[config.mk]
export PLATFORM = sky130hd
export DESIGN_NAME = if_pc_ctrl
export DESIGN_NICKNAME = d
export VERILOG_FILES = /design/src/rtl/if_pc_ctrl_pkg.sv /design/src/rtl/sat_cnt16.sv /design/src/rtl/if_pc_ctrl.sv
export SDC_FILE = /design/constraint.sdc
export NUM_CORES = 1
export LEC_CHECK = 0
export CORE_UTILIZATION = 60
export CTS_BUF_LIST = sky130_fd_sc_hd__clkbuf_4
export CTS_CLUSTER_SIZE = 40
export DETAILED_ROUTE_END_ITERATION = 7
export PLACE_DENSITY_LB_ADDON = 0.08
export SLEW_MARGIN = 0
export SYNTH_ARGS = -nofsm -noshare
export SYNTH_HDL_FRONTEND = slang
export SYNTH_SLANG_ARGS = --single-unit
export TNS_END_PERCENT = 20
[constraint.sdc]
create_clock -name clk -period 6.9 [get_ports clk]
set_clock_uncertainty 0.2 [all_clocks]
set_input_delay 1.38 -clock clk [delete_from_list [all_inputs] [get_ports clk]]
set_output_delay 1.38 -clock clk [all_outputs]
set_load 0.01 [all_outputs]
[src/rtl/if_pc_ctrl_pkg.sv]
// Shared CPU front-end package.
// Holds the fetch FSM state encoding, the sequential PC increment and the
// performance-counter width used by if_pc_ctrl and sat_cnt16.
package if_pc_ctrl_pkg;

  // Fetch FSM states.
  typedef enum logic [1:0] {
    StRun       = 2'b00,
    StHold      = 2'b01,
    StRedirPend = 2'b10
  } fetch_state_e;

  // Byte distance between sequential instructions.
  localparam int unsigned PcIncr = 4;

  // Width of the performance counters.
  localparam int unsigned CntW = 16;

endpackage : if_pc_ctrl_pkg

[src/rtl/sat_cnt16.sv]
// Saturating up-counter for front-end performance statistics.
// Ports:
//   clk_i  - clock, counts on the rising edge
//   rst_ni - asynchronous active-low reset, clears the count
//   en_i   - count this cycle
//   clr_i  - synchronous clear, wins over en_i
//   cnt_o  - current count, sticks at all-ones
module sat_cnt16
  import if_pc_ctrl_pkg::*;
(
  input  logic            clk_i,
  input  logic            rst_ni,
  input  logic            en_i,
  input  logic            clr_i,
  output logic [CntW-1:0] cnt_o
);

  logic [CntW-1:0] cnt_q;
  logic [CntW-1:0] cnt_d;

  always_comb begin
    cnt_d = cnt_q;
    if (clr_i) begin
      cnt_d = '0;
    end else if (en_i && (cnt_q != '1)) begin
      cnt_d = cnt_q + CntW'(1);
    end
  end

  always_ff @(posedge clk_i or negedge rst_ni) begin
    if (!rst_ni) begin
      cnt_q <= '0;
    end else begin
      cnt_q <= cnt_d;
    end
  end

  assign cnt_o = cnt_q;

endmodule : sat_cnt16

[src/rtl/if_pc_ctrl.sv]
// Instruction-fetch PC controller.
// Sequences the fetch PC, holds the front end on hazards/stalls, and handles
// taken branches resolved in ID, including a redirect that is not granted
// by instruction memory immediately.
// Ports:
//   clk, reset_n                 - clock, asynchronous active-low reset
//   ID_br_ctrl, ID_br_target     - taken branch and its target from ID
//   br_hazard_stall, pipe_stall  - hold requests (either one holds fetch)
//   imem_gnt                     - imem accepts imem_addr this cycle
//   imem_req, imem_addr          - fetch request and address
//   IF_valid                     - returned instruction is valid for IF/ID
//   IF_ID_stall, IF_ID_flush     - hold / squash the IF/ID register
//   stall_cnt, br_taken_cnt      - saturating hold and redirect counts
module if_pc_ctrl
  import if_pc_ctrl_pkg::*;
#(
  parameter int unsigned         PC_W     = 32,
  parameter logic [0:PC_W-1]     RESET_PC = 32'h0000_0000
) (
  input  logic            clk,
  input  logic            reset_n,
  input  logic            ID_br_ctrl,
  input  logic            br_hazard_stall,
  input  logic [0:PC_W-1] ID_br_target,
  input  logic            pipe_stall,
  input  logic            imem_gnt,
  output logic            imem_req,
  output logic [0:PC_W-1] imem_addr,
  output logic            IF_valid,
  output logic            IF_ID_stall,
  output logic            IF_ID_flush,
  output logic [CntW-1:0] stall_cnt,
  output logic [CntW-1:0] br_taken_cnt
);

  fetch_state_e    state_q, state_d;
  logic [0:PC_W-1] pc_q, pc_d;
  logic [0:PC_W-1] redir_q, redir_d;
  logic            valid_q, valid_d;

  logic            hold;
  logic [0:PC_W-1] br_tgt;

  assign hold   = br_hazard_stall | pipe_stall;
  // Bit PC_W-1 is the LSB; instructions are word aligned.
  assign br_tgt = {ID_br_target[0:PC_W-3], 2'b00};

  always_comb begin
    state_d     = state_q;
    pc_d        = pc_q;
    redir_d     = redir_q;
    valid_d     = 1'b0;
    imem_req    = 1'b0;
    imem_addr   = pc_q;
    IF_ID_stall = 1'b0;
    IF_ID_flush = 1'b0;

    unique case (state_q)
      StRun: begin
        if (hold) begin
          // Hold beats a same-cycle branch; the branch is seen again later.
          IF_ID_stall = 1'b1;
          state_d     = StHold;
        end else if (ID_br_ctrl) begin
          // The fetch at pc_q this cycle is wrong-path, so it never
          // produces IF_valid.
          imem_req    = 1'b1;
          IF_ID_flush = 1'b1;
          redir_d     = br_tgt;
          if (imem_gnt) begin
            pc_d = br_tgt;
          end else begin
            state_d = StRedirPend;
          end
        end else begin
          imem_req = 1'b1;
          if (imem_gnt) begin
            pc_d    = pc_q + PC_W'(PcIncr);
            valid_d = 1'b1;
          end
        end
      end

      StHold: begin
        if (hold) begin
          IF_ID_stall = 1'b1;
        end else if (ID_br_ctrl) begin
          // Branch resolved as the hold lifts: nothing is in flight, so
          // point the PC at the target and fetch it from RUN.
          IF_ID_flush = 1'b1;
          redir_d     = br_tgt;
          pc_d        = br_tgt;
          state_d     = StRun;
        end else begin
          state_d = StRun;
        end
      end

      StRedirPend: begin
        imem_addr = redir_q;
        if (hold) begin
          IF_ID_stall = 1'b1;
        end else begin
          imem_req = 1'b1;
          if (imem_gnt) begin
            pc_d    = redir_q + PC_W'(PcIncr);
            valid_d = 1'b1;
            state_d = StRun;
          end
        end
      end

      default: begin
        state_d = StRun;
      end
    endcase

    // Keep handshake outputs quiet for the whole reset assertion.
    if (!reset_n) begin
      imem_req    = 1'b0;
      IF_ID_stall = 1'b0;
      IF_ID_flush = 1'b0;
    end
  end

  always_ff @(posedge clk or negedge reset_n) begin
    if (!reset_n) begin
      state_q <= StRun;
      pc_q    <= RESET_PC;
      redir_q <= '0;
      valid_q <= 1'b0;
    end else begin
      state_q <= state_d;
      pc_q    <= pc_d;
      redir_q <= redir_d;
      valid_q <= valid_d;
    end
  end

  assign IF_valid = valid_q;

  sat_cnt16 u_stall_cnt (
    .clk_i  (clk),
    .rst_ni (reset_n),
    .en_i   (IF_ID_stall),
    .clr_i  (1'b0),
    .cnt_o  (stall_cnt)
  );

  sat_cnt16 u_br_taken_cnt (
    .clk_i  (clk),
    .rst_ni (reset_n),
    .en_i   (IF_ID_flush),
    .clr_i  (1'b0),
    .cnt_o  (br_taken_cnt)
  );

endmodule : if_pc_ctrl

### Yosys cells after proc, flatten, opt, wreduce, memory -nomap -nowiden

Index checks and enable logic that the tools add are counted.

| storage, ports and cells | value |
|---|---|
| ROM bits | 0 |
| register bits after elaboration | 97 |
| input bits | 38 |
| word-level logic and storage cells | 66 |
| memories | 0 |
| latch bits | 0 |
| memory bits (writable) | 0 |
| output and inout port bits | 68 |

| cells by class | value |
|---|---|
| divide/modulo/power cells | 0 |
| bitwise logic cells | 2 |
| shifts and indexed selects | 0 |
| add/sub/neg operators | 4 |
| equal/unequal tests | 12 |
| reductions and logical operators | 10 |
| $lt $le $gt $ge | 0 |
| $mul | 0 |
| multiplexer cells | 32 |

Operator list:

| kind | count |
|---|---|
| 32-bit two-way mux | 9 |
| 32-bit case mux with 3 select lines | 1 |
| 32-bit by 3-bit adder with 32-bit output (second input constant) | 2 |
| 16-bit by 1-bit adder with 16-bit output (second input constant) | 2 |
| 16-bit inequality test (second input constant) | 2 |
| 1-bit two-way mux | 14 |
| 2-bit two-way mux | 6 |
| 2-bit inequality test (second input constant) | 6 |
| 7-bit AND reduction | 1 |
| 3-bit inequality test (second input constant) | 2 |
| 2-bit case mux with 3 select lines | 1 |
| 5-bit AND reduction | 1 |
| 2-bit OR reduction | 2 |
| 3-bit AND reduction | 1 |
| 3-bit nonzero test | 1 |
| 3-bit OR reduction | 1 |
| 2-bit by 1-bit equality test with 1-bit output (second input constant) | 1 |
| 2-bit equality test (second input constant) | 1 |
| 1-bit logical AND | 2 |
| 2-bit zero test | 1 |
| 1-bit case mux with 2 select lines | 1 |
| 1-bit inverter | 1 |
| 1-bit bitwise OR | 1 |

### Longest topological paths before layout

Gate-level depths: netlist of the first run.

| logic depth | value |
|---|---|
| depth after elaboration | 5 |
| depth in mapped cells | 9 |

### Modules after synthesis

From an unflattened synthesis of the first run, not the netlist that was laid out.

| unflattened totals | value |
|---|---|
| cells, all modules | 763 |
| area total of the unflattened synthesis | 6740.2 µm² |

Modules (own cells, without submodules):

| module | cells an instance | instances | area each (µm²) |
|---|---|---|---|
| if_pc_ctrl | 569 | 1 | 4897.2 |
| sat_cnt16 (u_br_taken_cnt) | 98 | 1 | 942.2 |
| sat_cnt16 (u_stall_cnt) | 96 | 1 | 900.9 |

### Least setup slack after synthesis of the first run

No wires, ideal clock.

| timing | value |
|---|---|
| path type | in2out |
| from | in pipe_stall |
| to | out IF_ID_flush |
| data arrival time | 2154 ps |
| stages on the path | 4 |
| slack | 3166 ps |
| required time | 5320 ps |
| cell sequence | or3b_1 -> nor2_2 -> nand2_1 -> inv_1 |

| between the ends | value |
|---|---|
| cells in the longest elaborated chain, start to end | 4 |

Ends and longest elaborated chain:

| what | RTL line | source |
|---|---|---|
| start: declaration | if_pc_ctrl.sv:25 | `input logic pipe_stall,` |
| 1-bit bitwise OR | if_pc_ctrl.sv:44 | `assign hold = br_hazard_stall \| pipe_stall;` |
| 1-bit two-way mux | if_pc_ctrl.sv:60 | `if (hold) begin` |
| 1-bit two-way mux | n/a |  |
| 1-bit two-way mux | if_pc_ctrl.sv:119 | `if (!reset_n) begin` |
| end: declaration | if_pc_ctrl.sv:31 | `output logic IF_ID_flush,` |

Every way passes these cells.

### Worst setup path after layout of the first run

| timing | value |
|---|---|
| from | in ID_br_ctrl |
| to | out IF_ID_flush |

| between the ends | value |
|---|---|
| cells in the longest elaborated chain, start to end | 4 |

Ends and longest elaborated chain:

| what | RTL line | source |
|---|---|---|
| start: declaration | if_pc_ctrl.sv:22 | `input logic ID_br_ctrl,` |
| 1-bit two-way mux | if_pc_ctrl.sv:64, if_pc_ctrl.sv:87 |  |
| 1-bit two-way mux | if_pc_ctrl.sv:60 |  |
| 1-bit two-way mux | n/a |  |
| 1-bit two-way mux | if_pc_ctrl.sv:119 |  |

Every way passes these cells.

==> metrics, run 1 <==
Setup TNS 0 ns; Final Slew Violations 0; chip height 104.3 µm; layout cells sized above 1 14.02%; Compound-Gate Fraction of Synth Area 14.01%; crit path launch type input port; Setup-failing EPs final 0; post-detail-place hpwl 11.36 mm; Worst slew margin 22.55%; Site Rows 36; fmax 0.1981 GHz; Synth Flop Type dfrtp_1; Synth Area in Simple Gates 20.83%; Seq/Total Area, Yosys 37.87%; global-route wire length before repair 28.07 mm; post-route insts no fill 889; crit path time final 5.048 ns; status completed; post-route ant nets 0; Tcrit/Tclk final 73.16%; WS Path Type input port to output pin; critical path data arrival time 3.47 ns; RSZ-0062 raised after global routing no; EDFF count, synth 0; Initial Util 63.06%; Async SR Flop Fraction 100.0%; hold crit path type flip-flop to flip-flop; HP Start u_br_taken_cnt.cnt_o[14]; pwr dens 388.2 nW/µm²; Routed WL 16.92 mm; vias in the first global route 5,571; largest family of logic cells by synthesized area simple AND/OR/NAND/NOR gates; I/O pin cnt 106; cts hold-fix bufs 0; die area 10,880 µm²; Clock Path Buffers 2; worst hold stages 1; core area 9955 µm²; Fin. Hold Viols 0; vias per cell 6.484; cts repair resizes 0; postcts setup bufs 0; H-tree depth 3; multiplexer share of the synthesized area 11.76%; drt pass-1 iters 5; Syn Std Cell Area 6277 µm²; synthesized flop and latch total 95; Worst EP required 5.32 ns; Placer Congestion 0.9043; initial drt markers 607; area delta synth->final 17.22%; Overflow after GRT 0; Critical Path End Type output pin; CTS root buf clkbuf_4; xor/xnor share of the synthesized area 9.069%; Distinct cells, synth 68; Final nets 797; antenna violations before repair 0; Clock Sinks 95; endpoint of the lowest-slack register-to-register path pc_q[3]; max-cap viol count 0; Remaining DRCs 0; Port Buf Inserts 101; worst-case hold path end point u_br_taken_cnt.cnt_o[14]; largest net degree at the start of global routing 63; YS warnings 0; placed instance count 873; diode count 0; clk_lat worst skew 0.46 ns; Max VDD drop 0.2121 mV; RR Startpoint state_q[0]; leak pwr 2.929 nW; mean routed wirelength per cell 19.03 µm; Worst Reg-to-Reg Cells 6; reg2reg setup slack 3.16 ns; chip width 104.3 µm; Crit Path Max Fanout 32; vias 5,764; clock slew seen by the registers of the worst setup and hold paths 0.14 ns; Worst Tran Pin Value 1.151 ns; Synth Area per Inst 9.341 µm²; Cells after Synth 672; CTS tree built; CTS Buf Count 9; post-synthesis adder-cell area fraction 1.595%; total track usage 32.07%
==> registers in the layout, summed over array words and instances, names as in the netlist <==
| signal | count |
|---|---|
| pc_q | 30 |
| redir_q | 30 |
| u_br_taken_cnt.cnt_o | 16 |
| u_stall_cnt.cnt_o | 16 |
| state_q | 2 |
| IF_valid | 1 |
==> cell usage after synthesis (all sizes together), types with 4 or more instances <==
library cell,number,share of area (%)
a221oi,11,1.6
ha,8,1.6
nor3,20,1.9
nor4,9,1.2
or3b,4,0.56
buf,14,1.4
o221ai,4,0.56
clkbuf,24,2.5
and4,4,0.56
o211ai,6,0.80
and3,21,2.1
or2,4,0.40
nand3,46,3.7
nand2,62,3.7
and2,4,0.40
nor2,42,2.6
or3,4,0.40
xor2,29,4.0
a21oi,32,2.6
mux2i,4,0.64
o21ai,40,3.2
nand4,27,2.7
mux2,62,11
dfrtp,95,38
inv,12,0.72
a22o,4,0.56
a22oi,4,0.48
xnor2,36,5.0
==> critical path, stage by stage <==
cell and delay [ns]:
clkdlybuf4s50_1 0.46, buf_4 0.32, or3b_1 0.46, nor2_2 0.13, nand2_1 0.08, inv_1 0.10, clkdlybuf4s50_1 0.53
==> final cells by class <==
class / count / area [µm²]
flip-flops and latches: 95 / 2377
fillers: 746 / 2596
multi-input cells: 526 / 3605
inverters: 13 / 48.80
clock inverters: 7 / 47.55
repair buffers: 106 / 1046
well taps: 133 / 166.4
clock buffers: 9 / 67.56
==> metal layers <==
metal | GRT usage, % | share of wire, % | vias up
li1 | - | - | 2621
met1 | 44.50 | 43 | 2802
met2 | 48.63 | 47 | 297
met3 | 6.454 | 8.2 | 44
met4 | 13.78 | 2.3 | 0
met5 | 0 | 0 | -
==> power by group <==
| group | internal [mW] | switching, mW | total [mW] |
|---|---|---|---|
| clock network | 0.0744 | 0.203 | 0.278 |
| logic | 0.740 | 0.739 | 1.48 |
| registers | 0.763 | 0.337 | 1.10 |
==> placed cells by master, fill, tap and decap left out, types with 6 or more instances in the layout <==
cell	instances
buf_4	6
dfrtp_1	95
inv_1	12
clkbuf_4	9
nand3_1	45
xor2_1	29
nor4_1	7
mux2_2	62
nand2_1	62
a221oi_1	10
ha_1	7
o21ai_0	40
nor2_1	41
a21oi_1	32
nand4_1	27
and3_1	19
xnor2_1	36
clkdlybuf4s50_1	100
nor3_1	18
==> metrics by stage <==
stage	cell area [µm²]	power, mW	hold slack, ns	utilization (%)	setup slack [ns]
after CTS	7358	2.828	0.3160	73.92	1.884
after detailed placement	7243	2.548	0.2896	72.76	1.905
after floorplan	6281	2.039	0.3079	-	3.166
final	7358	2.857	0.3150	73.92	1.852
after global routing	7358	3.043	0.3329	73.92	1.779
after global placement	7243	2.480	0.2735	72.76	1.889
==> cell families after synthesis <==
| logic type | count (synthesis) |
|---|---|
| other | 1 |
| DFF | 95 |
| and+or+nand+nor | 252 |
| adders and majority gates | 8 |
| buffers and inverters | 52 |
| muxes | 66 |
| xor gates and xnor gates | 65 |
| AOI/OAI and AO/OA | 133 |
==> how the worst max path moves through the flow <==
stage | depth (start not counted) | startpoint | slack (ns) | endpoint
global route | 7 | ID_br_ctrl | 1.78 | IF_ID_flush
global placement | 7 | ID_br_ctrl | 1.89 | IF_ID_flush
finish | 7 | ID_br_ctrl | 1.85 | IF_ID_flush
detailed placement | 7 | ID_br_ctrl | 1.91 | IF_ID_flush
CTS | 7 | ID_br_ctrl | 1.88 | IF_ID_flush
floorplan | 4 | pipe_stall | 3.17 | IF_ID_flush
Power figures use the tool's default switching activity.
==> run 2: changes to the inputs <==
CORE_UTILIZATION = 56   (was 60)
clock period = 5 ns   (was 6.9 ns; I/O delays follow)
==> metrics, run 2 (same netlist as run 1, synthesis figures left out) <==
WHS 0.3003 ns; slowest CP cell ha_2; CTS root buf clkbuf_4; pwr dens 537.8 nW/µm²; Worst Tran Pin Value 1.114 ns; Top Registers pc_q (30), redir_q (30); leak pwr 2.968 nW; vias per cell 6.405; Placer Congestion 0.8858; Crit Path Max Fanout 31; global-route wire length before repair 27.77 mm; placed cell area 7297 µm²; area delta synth->final 18.60%; Max VDD drop 0.3626 mV; Post-Layout Inst Area 7445 µm²; crit path time final 4.086 ns; Worst EP required 3.80 ns; Worst path max stage delay 0.72 ns; antenna violations before repair 0; Crit path depth 5; Final Slew Violations 0; vias in the first global route 5,762; Setup-failing EPs final 0; status completed; layout cells sized above 1 14.83%; Remaining DRCs 0; Critical Path End Type output pin; FILL cells 928; total track usage 30.89%; CTS tree built; Worst Reg-to-Reg Cells 6; crit path launch type flip-flop; max-cap viol count 0; clock slew seen by the registers of the worst setup and hold paths 0.16 ns; cts hold-fix bufs 0; critical path data arrival time 2.89 ns; CTS Buf Count 9; post-detail-place hpwl 11.73 mm; Setup TNS 0 ns; Port Buf Inserts 101; Setup WS post-layout 0.9145 ns; postcts setup bufs 0; drt pass-1 iters 5; post-route ant nets 0; Crit path max-delay family buffers and inverters; mean routed wirelength per cell 18.87 µm; Worst slew margin 25.72%; fmax 0.2448 GHz; Site Rows 38; Tcrit/Tclk final 81.71%; core area 10,890 µm²; largest net degree at the start of global routing 45; most frequent cells in the layout 100 x clkdlybuf4s50_1, 95 x dfrtp_1, 62 x nand2_1, 62 x mux2_2, 45 x nand3_1; Pwr Total 4.004 mW; Overflow after GRT 0; chip height 107.9 µm; worst hold stages 1; initial drt markers 412; pre-CTS setup slack 1.019 ns; Routed WL 17.02 mm; Final nets 803; commonest non-fill, non-tap cell in the layout clkdlybuf4s50_1; clk_lat worst skew 0.49 ns; Worst Path Buf+Inv 3; worst path cell trace inv_1 > ha_2 > buf_4 > mux2_2 > clkdlybuf4s50_1; Initial Util 57.65%; RSZ-0062 raised after global routing no; Fin. Hold Viols 0; hold crit path type flip-flop to flip-flop; cts repair resizes 0; diode count 0; Clock Sinks 95; chip width 107.9 µm; I/O pin cnt 106; Clock Path Buffers 2; die area 11,640 µm²; H-tree depth 3; WS Path Type flip-flop to output pin; vias 5,777
-- run 2: cell count changes in the layout (fill, tap and decap cells not counted) --
cell	change
buf_4	+6
clkinv_2	-2
bufinv_16	+1
clkinv_1	-1
clkinvlp_4	+1
inv_6	+1
-- run 2: path summary, 6_finish.rpt --
check	startpoint	to	slack, ns
min in group asynchronous	reset_n	pc_q[1]	0.32
max in group asynchronous	reset_n	pc_q[7]	3.24
hold / removal	u_stall_cnt.cnt_o[15]	u_stall_cnt.cnt_o[15]	0.30
setup reg to reg	state_q[1]	pc_q[3]	1.44
setup / recovery	state_q[0]	imem_addr[12]	0.91
hold reg to reg	u_stall_cnt.cnt_o[15]	u_stall_cnt.cnt_o[15]	0.30
-- run 2: final cells by class --
class / instances / area [µm²] / area share (%)
Timing Repair Buffer: 112 / 1091 / 14.66
Clock buffer: 9 / 67.56 / 0.9076
Inverter: 13 / 48.80 / 0.6555
Multi-Input combinational cell: 526 / 3605 / 48.42
Tap cell: 140 / 175.2 / 2.353
Clock inverter: 7 / 80.08 / 1.076
Sequential cell: 95 / 2377 / 31.93
-- run 2: metal layers --
layer	track usage (%)	vias to the layer above	wire length, µm
met5	0	-	0
met4	15.07	0	442
met3	7.022	48	1423
met2	49.82	269	8235
met1	38.94	2828	6920
li1	-	2632	-
-- run 2: report_power, final --
part / total, mW / switching, mW / internal [mW]
registers: 1.50 / 0.450 / 1.05
logic: 2.05 / 1.02 / 1.03
clock network: 0.450 / 0.293 / 0.157
total: 4.00 / 1.76 / 2.24
-- run 2: stage by stage --
stage,std cells,util [%]
finish,902,68.38
CTS,902,68.38
global placement,886,67.02
floorplan,673,-
global route,902,68.38
detailed placement,886,67.02
